## config.mk

```make
export PLATFORM = sky130hd
export DESIGN_NAME = fifo_wr_arbiter
export DESIGN_NICKNAME = d
export VERILOG_FILES = /design/src/rtl/fifo_wr_arbiter.sv
export SDC_FILE = /design/constraint.sdc
export NUM_CORES = 1
export LEC_CHECK = 0
export ABC_AREA = 1
export BUFFER_PORTS_ARGS = -buffer_cell sky130_fd_sc_hd__buf_2
export CORE_MARGIN = 4
export CORE_UTILIZATION = 44
export CTS_BUF_LIST = sky130_fd_sc_hd__clkbuf_4 sky130_fd_sc_hd__clkbuf_8
export DETAILED_ROUTE_END_ITERATION = 16
export PLACE_DENSITY = 0.88
export SLEW_MARGIN = 10
export SYNTH_ARGS = -nofsm -noshare
export SYNTH_HDL_FRONTEND = slang
export SYNTH_SLANG_ARGS = --single-unit
export TNS_END_PERCENT = 10
```

## constraint.sdc

```tcl
create_clock -name clk -period 1.65 [get_ports clk]
set_clock_uncertainty 0.15 [all_clocks]
set_input_delay 0.165 -clock clk [delete_from_list [all_inputs] [get_ports clk]]
set_output_delay 0.165 -clock clk [all_outputs]
set_load 0.005 [all_outputs]
```

## src/rtl/fifo_wr_arbiter.sv

```systemverilog
// rtl/fifo_wr_arbiter.sv - round-robin burst write arbiter in front of a syn_fifo write port
//
// Optional feature macro: FIFO_ARB_STATS_EN (adds the stall_cnt statistics port).
//
// Ports:
//   clk, reset            rising-edge clock, synchronous active-high reset
//   req_valid/req_data    per-channel producer beats, channel i at req_data[i*DW +: DW]
//   req_ready             per-channel accept, only the granted channel can be ready
//   fifo_full             FIFO full flag
//   fifo_wen/fifo_din     FIFO write strobe and data
//   grant_valid/grant_id  current grant (registered)
//   stall_cnt             saturating count of cycles a granted beat waited on full

module fifo_wr_arbiter #(
    parameter int NREQ  = 4,
    parameter int DW    = 8,
    parameter int BURST = 4
) (
    input  logic                    clk,
    input  logic                    reset,
    input  logic [NREQ-1:0]         req_valid,
    input  logic [NREQ*DW-1:0]      req_data,
    output logic [NREQ-1:0]         req_ready,
    input  logic                    fifo_full,
    output logic                    fifo_wen,
    output logic [DW-1:0]           fifo_din,
    output logic                    grant_valid,
    output logic [$clog2(NREQ)-1:0] grant_id
`ifdef FIFO_ARB_STATS_EN
    ,
    output logic [15:0]             stall_cnt
`endif
);

    localparam int IW = $clog2(NREQ);
    localparam int BW = $clog2(BURST) + 1;

    typedef enum logic {IDLE, GRANT} state_t;

    state_t          state;
    logic [IW-1:0]   last;
    logic [BW-1:0]   beat_cnt;
    logic            pick_found;
    logic [IW-1:0]   pick_id;
    logic            sel_valid;

    // Scan last+1, last+2, ... wrapping; iterating downward lets the
    // nearest valid channel overwrite any farther one.
    always_comb begin
        pick_found = 1'b0;
        pick_id    = '0;
        for (int k = NREQ; k >= 1; k--) begin
            if (req_valid[IW'((int'(last) + k) % NREQ)]) begin
                pick_found = 1'b1;
                pick_id    = IW'((int'(last) + k) % NREQ);
            end
        end
    end

    assign sel_valid = req_valid[grant_id];

    // Reset gates the handshake so a beat offered in the reset cycle is
    // never written even though the state register still reads GRANT.
    assign fifo_wen = (state == GRANT) && sel_valid && !fifo_full && !reset;

    always_comb begin
        req_ready = '0;
        for (int i = 0; i < NREQ; i++) begin
            req_ready[i] = (state == GRANT) && (grant_id == IW'(i)) && !fifo_full && !reset;
        end
    end

    always_comb begin
        fifo_din = '0;
        for (int i = 0; i < NREQ; i++) begin
            if (grant_id == IW'(i)) begin
                fifo_din = req_data[i*DW +: DW];
            end
        end
    end

    always_ff @(posedge clk) begin
        if (reset) begin
            state       <= IDLE;
            grant_id    <= '0;
            last        <= IW'(NREQ - 1);
            beat_cnt    <= '0;
            grant_valid <= 1'b0;
        end else begin
            case (state)
                IDLE: begin
                    if (pick_found) begin
                        state       <= GRANT;
                        grant_id    <= pick_id;
                        last        <= pick_id;
                        beat_cnt    <= '0;
                        grant_valid <= 1'b1;
                    end
                end
                GRANT: begin
                    if (!sel_valid) begin
                        // producer ran dry: release so others get a turn
                        state       <= IDLE;
                        grant_valid <= 1'b0;
                    end else if (!fifo_full) begin
                        if (beat_cnt == BW'(BURST - 1)) begin
                            state       <= IDLE;
                            grant_valid <= 1'b0;
                        end else begin
                            beat_cnt <= beat_cnt + 1'b1;
                        end
                    end
                    // full: hold grant and beat count
                end
                default: begin
                    state       <= IDLE;
                    grant_valid <= 1'b0;
                end
            endcase
        end
    end

`ifdef FIFO_ARB_STATS_EN
    always_ff @(posedge clk) begin
        if (reset) begin
            stall_cnt <= '0;
        end else if ((state == GRANT) && sel_valid && fifo_full && (stall_cnt != 16'hFFFF)) begin
            stall_cnt <= stall_cnt + 16'd1;
        end
    end
`endif

endmodule

```

# Word-level counts from Yosys, hierarchy flattened
# Index checks and enable logic that the tools add are counted.
totals:
  ff_bits: 9
  in_bits: 39
  output_inout_bits: 16
classes:
  addsub: 5
  n_lt_le_gt_ge: 5
  eq_ne: 10
  muxes: 41
  bitwise: 1
  n_reduce_logical: 21
ops:
  columns: ["operator", "n"]
  rows:
  - ["two-way mux 8 bit", 4]
  - ["two-way mux 1 bit", 21]
  - ["less-than comparator 2 x 4 -> 1 bit, second input constant", 4]
  - ["logical AND 1 bit", 15]
  - ["two-way mux 3 bit", 4]
  - ["binary-select mux 1 bit (select 2 bit)", 5]
  - ["two-way mux 2 bit", 4]
  - ["!= test 2 bit, second input constant", 3]
  - ["case mux 3 bit (2 select lines)", 1]
  - ["adder 2 x 1 -> 2 bit, second input constant", 2]
  - ["adder 2 bit, second input constant", 2]
  - ["== test 2 bit, second input constant", 2]
  - ["case mux 1 bit (2 select lines)", 2]
  - ["AND reduction 4 bit", 1]
  - ["adder 3 x 1 -> 3 bit, second input constant", 1]
  - ["== test 3 x 2 -> 1 bit, second input constant", 1]
  - ["less-than comparator 2 x 3 -> 1 bit, second input constant", 1]
  - ["!= test 3 x 2 -> 1 bit, second input constant", 1]
  - ["!= test 3 bit, second input constant", 1]
  - ["AND reduction 3 bit", 1]
  - ["== test 2 x 1 -> 1 bit, second input constant", 1]
  - ["zero test 1 bit", 2]
  - ["zero test 2 bit", 1]
  - ["!= test 2 x 1 -> 1 bit, second input constant", 1]
  - ["other kinds (2)", 2]

# Depth between registers and ports, before layout
# Gate-level depths: netlist of the first run.
depth:
  depth_word: 10
  ltp_mapped: 11
  depth_no_buf: 10

# Worst setup path before layout of the first run
# Ideal clock, no wire load.
synth_path:
  path_type: "register -> register"
  startpoint: "reg grant_id[1]"
  endpoint: "reg grant_valid"
  setup_ns: 0.120
  t_arrival_ns: 1.112
  setup_slack_ns: 0.268
  stages_incl_launch_ff: 8
  path_buffers: 1
  period_less_slack_ns: 1.382
  cell_sequence: "dfxtp_1 > buf_6 > nand2_1 > inv_2 > a22oi_4 > nand2_4 > o211ai_1 > nor2_1"
synth_via:
  elab_chain_len: 4
synth_lines:
  columns: ["item", "line_no", "source"]
  rows:
  - ["start: declaration", "28", "output logic [$clog2(NREQ)-1:0] grant_id"]
  - ["start signal: assignment", "94", "grant_id <= pick_id;"]
  - ["binary-select mux 1 bit (select 2 bit) (*)", "60", "assign sel_valid = req_valid[grant_id];"]
  - ["two-way mux 1 bit (not written as such) (*)", "60", null]
  - ["!= test 3 x 2 -> 1 bit (no source line), or another cell as far along", null, null]
  - ["AND reduction 3 bit (no source line) or case mux 1 bit (2 select lines) (tied branches)", null, null]
  - ["end signal: assignment", "88", "grant_valid <= 1'b0;"]
  - ["end signal: assignment", "97", "grant_valid <= 1'b1;"]
  - ["end signal: assignment", "104", "grant_valid <= 1'b0;"]
  - ["end: declaration", "27", "output logic grant_valid,"]
# Every way passes the cells marked *; elsewhere a longest branch is shown, timed or not. The select of a mux whose other input is x is not followed.
# A chain may end at the register's enable or synchronous reset.

# Worst setup path after layout of the first run
layout_path:
  startpoint: "reg grant_id[1]"
  endpoint: "out fifo_wen"
layout_via:
  elab_chain_len: 5
layout_lines:
  columns: ["item", "line_no", "source"]
  rows:
  - ["binary-select mux 1 bit (select 2 bit)", "60", null]
  - ["two-way mux 1 bit (not written as such)", "60", null]
  - ["logical AND 1 bit (3 in a row)", "64", "assign fifo_wen = (state == GRANT) && sel_valid && !fifo_full && !reset;"]
  - ["end: declaration", "25", "output logic fifo_wen,"]
# Every way passes these cells. The select of a mux whose other input is x is not followed.

==> run metrics, run 1 <==
status=complete, no violations; largest fanout on the critical path=5; filler cell count=192; vias per cell=~4.9; post-synth top area share=between 20 and 30%; H-tree depth=1; DR iter-0 viols=17; Slew Limit Fails=0; Die X=approximately 53 um; Synth cell types=23; routed vias=around 1.2k; Max IR drop VDD=~1000 uV; vias in the first global route=1013; nets=255; Syn Inst Count=roughly 150; final-report hold violation count=0; Synth Cell Area=between 800 and 900 um^2; Clock transition at path regs=0.06 ns; area delta synth->final=45.4%; unrepaired setup endpoints after global routing=true; hold path start=reset; Residual DRC=0; layout cells sized above 1=approximately two fifths; Global Route Usage Sum=roughly 18%; min Tclk post-route=between 1.5 and 2 ns; clock sinks=9; num ports=55; Clock Latency Late Sink=0.26 ns; Tcrit/Tclk final=a little over nine tenths; core area=slightly below 2000 um^2; leading area contributor after synthesis=nand2_1; HPWL after detailed placement=about 2100 um; Crit Path Class=reg -> out; Die Height=53.1 um; Crit path required time=about 1.3 ns; slew margin rel.=between 80% and 90%; clk root buf=clkbuf_4; kind of start point of the critical path=flip-flop; top cells by area, synth=nand2_1 29%, dfxtp_1 20%, nand4_1 5.6%, inv_1 5.0%, nand3_1 4.5%; CTS tree=done; CP Launch Point=grant_id[1]; RR Startpoint=grant_id[1]; LEAKAGE=approximately 0.73 nW; syn nets=190; setup tns final=0 ns; CTS Buf Count=3; Mean Syn Cell Area=between 5 and 6 um^2; Pwr per Cell Area=about 1500 nW/um^2; gr ovfl total=0; IO Port Bufs=54; Ant. Diodes=0; drt wl/cell=10.7 um; Die ar.=around 2800 um^2; Worst setup EP type=output pin; GP Congestion=~0.95; First-pass DRT Iterations=4; pre-CTS WS=roughly 0.032 ns; Seq/Total Area, Yosys=between 20% and 30%; final WL=between 2000 and 3000 um; setup violators final=0; number of synthesis warnings=0; max frequency=about 0.63 GHz; type of the most critical hold path=in -> reg; CTS Buffer Depth=2; post-route antenna net violation count=0; Initial Util=a little under half; CP arrival=between 1 and 1.5 ns; Max Cap Viol=0; flops & latches, synth=9; initial antenna violation count=0; Slew @ Worst Pin=approximately 0.27 ns; pin count of the biggest net entering global routing=10; Setup WS post-layout=0.0725 ns; first-pass GRT wire length=roughly 3900 um; Rows=16
timing repair:
action,4_1_cts,5_1_grt
gates resized for setup,3,8
endpoints found under the hold margin,1,0
endpoints found under the setup margin,1,20
buffers inserted,0,1
pin swaps,0,2
hold buffers,1,0
kinds of logic (layout without fill, tap and decap cells):
logic type / count (synthesis) / in the layout / synth area share (%)
flip-flops: 9 / 9 / 20.2
AND/OR/NAND/NOR: 107 / 107 / 55.0
adder cells (fa/ha/maj): 2 / 2 / 2.80
buffers and inverters: 19 / 83 / 10.2
AO/OA/AOI/OAI: 12 / 12 / 11.8
area by class of cell:
type                       instances  area, um^2  share of cell area [%]
clock buffer                       4        30.0                    2.31
inverter                          17        71.3                    5.49
multi-input combinational        121         638                    49.1
sequential                         9         185                    14.3
tap                               27        33.8                    2.60
timing repair buffer              62         340                    26.2
worst paths after layout:
path / to / slack, ns / cells past startpoint
worst max register to register: grant_valid / 0.11 / 8
worst max-delay path: fifo_wen / 0.07 / 6
worst min-delay path: grant_id[1] / 0.003 / 2
worst min register to register: state / 0.33 / 2
worst max-delay path, stage by stage (launching register included):
cell     delay, ns
dfxtp_1       0.31
buf_4         0.15
nand2_2       0.08
inv_2         0.06
a22oi_4       0.19
a21oi_2       0.08
buf_2         0.14
report_power, final:
part           switching [W]  total (W)  internal, W
combinational       0.000803    0.00141     0.000603
sequential         0.0000888   0.000382     0.000294
clock              0.0000724   0.000182     0.000109
sequential cells by signal, summed over array words and instances (netlist names):
signal	cells
beat_cnt	3
grant_id	2
grant_valid	1
last	2
state	1
routing by layer:
layer  GRT usage, %  part of all wire (%)  vias up
met2           34.7                    51       56
met4           6.38                     0        0
li1               -                     -      614
met1           17.7                    36      509
met5              0                     0        -
met3           5.07                    13        0
Yosys cell counts (all sizes together):
| master | n |
|---|---|
| nand2 | 73 |
| a21oi | 7 |
| dfxtp | 9 |
| nand3b | 2 |
| a22oi | 2 |
| nand4 | 8 |
| ha | 2 |
| nor2 | 12 |
| nand3 | 10 |
| o21ai | 1 |
| buf | 2 |
| inv | 17 |
| o211ai | 2 |
| nor3 | 2 |
per-stage QoR:
step / utilization, % / cell area, um^2 / power, W / hold WS [ns] / instances
5_1_grt: 66.9 / 1300 / 0.00219 / 0.00597 / 240
4_1_cts: 65.2 / 1270 / 0.00191 / 0.00252 / 239
6_report: 66.9 / 1300 / 0.00197 / 0.00289 / 240
3_5_place_dp: 62.8 / 1220 / 0.00172 / 0.273 / 234
3_3_place_gp: 62.8 / 1220 / 0.00170 / 0.276 / 234
2_1_floorplan: - / 893 / 0.00129 / 0.0841 / 149
cells in the final DEF (no fill, tap or decap), drive strengths merged:
master	netlist	routed
o211ai	2	2
nand3	10	10
dfxtp	9	9
clkbuf	0	4
nand2	73	73
buf	2	61
inv	17	17
dlygate4sd3	0	1
a22oi	2	2
nor3	2	2
o21ai	1	1
ha	2	2
nor2	12	12
nand4	8	8
nand3b	2	2
a21oi	7	7
Note: power is estimated with default switching activity, not from simulation.
==> inputs of run 2 (changes only) <==
Settings changed: REMOVE_ABC_BUFFERS set to 1.
==> run 2 against run 1 <==
Effect of this change:
- clock-buffer cell count unchanged
- final area did not move
- sequential share of layout area increased by 0.29 points
- die area unchanged
- via count rose by 1.8%
- hold slack better by 0.020 ns
- first-iteration DRC count shrank 12%
- global-route usage grew 0.84 points
- utilization did not move
- clock power is essentially flat
- combinational power about the same
- largest cell class unchanged
- highest routed layer is now met4
==> run metrics, run 2 (synthesized netlist as in run 1, its figures left out) <==
status=complete, no violations; type of the most critical hold path=in -> reg; setup tns final=0 ns; most common cell after layout, fill and taps aside=nand2_1; Ant. Diodes=0; Max Cap Viol=0; slew margin rel.=roughly four fifths; max FFs per register=3; CTS Buf Count=3; Global Route Usage Sum=18.7%; Max IR drop VDD=just over 1000 uV; Die Height=between 50 and 60 um; Clock transition at path regs=roughly 0.060 ns; Setup WS post-layout=around 0.069 ns; core area=1940 um^2; IO Port Bufs=54; pin count of the biggest net entering global routing=9; DR iter-0 viols=15; Clock Latency Late Sink=0.26 ns; Die X=approximately 53 um; Largest regs=beat_cnt: 3 flops, grant_id: 2 flops, last: 2 flops; clock sinks=9; Storage cell area=189 um^2; RR Startpoint=beat_cnt[0]; filler cell count=between 150 and 200; kind of start point of the critical path=flip-flop; routed vias=1200; num ports=55; unrepaired setup endpoints after global routing=true; layout cells sized above 1=41.3%; Initial Util=around 46%; Worst setup EP type=output pin; gr ovfl total=0; drt wl/cell=11.2 um; H-tree depth=1; CP arrival=1.27 ns; final WL=~2700 um; Rows=16; nets=255; CP Launch Point=grant_id[1]; initial antenna violation count=0; CTS tree=done; Crit path required time=~1.3 ns; clk root buf=clkbuf_4; final-report hold violation count=0; most frequent cells in the layout=67 x nand2_1, 54 x buf_2, 12 x inv_1; CTS Buffer Depth=2; HPWL after detailed placement=between 2000 and 2500 um; final hold slack=about 0.023 ns; LEAKAGE=a little over 0.7 nW; post-route antenna net violation count=0; Tcrit/Tclk final=95.8%; first-pass GRT wire length=roughly 4000 um; min Tclk post-route=1.58 ns; power consumption=0.00197 W; pre-CTS WS=~0.055 ns; Residual DRC=0; area delta synth->final=45.4%; Pwr per Cell Area=roughly 1500 nW/um^2; Slew @ Worst Pin=slightly above 0.3 ns; hold path start=reset; Crit Path Class=reg -> out; First-pass DRT Iterations=5; setup violators final=0; combined area of the multi-input logic cells=between 600 and 700 um^2; vias per cell=roughly 5; postcts setup bufs=0; GP Congestion=0.871; max frequency=0.632 GHz; Slew Limit Fails=0; largest fanout on the critical path=8; Top reg by flops=beat_cnt; vias in the first global route=1025; Die ar.=~2800 um^2
[run 2: worst max-delay path: stages, from the launching register on]
cell and delay [ns]:
dfxtp_4 0.36, buf_6 0.13, nor2_4 0.13, buf_6 0.14, nand2_1 0.06, nand4_1 0.08, buf_2 0.11
[run 2: final timing paths]
kind	slack, ns	end	depth (start not counted)
hold / removal	0.02	last[1]	3
setup / recovery	0.07	fifo_din[1]	6
setup reg to reg	0.14	beat_cnt[1]	6
hold reg to reg	0.34	beat_cnt[2]	2
[run 2: power breakdown]
group | switching, W | internal [W]
Clock | 0.0000740 | 0.000109
Combinational | 0.000803 | 0.000592
Sequential | 0.0000948 | 0.000300
Total | 0.000971 | 0.00100
[run 2: area by class of cell]
type,count,area share [%]
repair buffers,62,26.7
flip-flops and latches,9,14.5
inverters,17,5.30
multi-input cells,121,48.6
well taps,27,2.60
clock buffers,4,2.31
[run 2: what timing repair did]
action,CTS,global route
hold buffers,2,0
resized for setup,3,8
pin swaps,0,1
endpoints found under the hold margin,5,0
endpoints found under the setup margin,9,21
[run 2: through the flow]
stage | area, um^2 | utilization (%) | instances
3_3_place_gp | 1220 | 62.8 | 234
3_5_place_dp | 1220 | 62.8 | 234
4_1_cts | 1280 | 65.7 | 240
5_1_grt | 1300 | 66.9 | 240
6_report | 1300 | 66.9 | 240
2_1_floorplan | 871 | - | 147
[run 2: layer usage]
| metal | part of all wire (%) | global-route usage (%) | vias to the layer above |
|---|---|---|---|
| li1 | - | - | 606 |
| met1 | 36 | 19.5 | 529 |
| met2 | 49 | 34.7 | 59 |
| met3 | 14 | 5.63 | 6 |
| met4 | 1.1 | 7.23 | 0 |
| met5 | 0 | 0 | - |
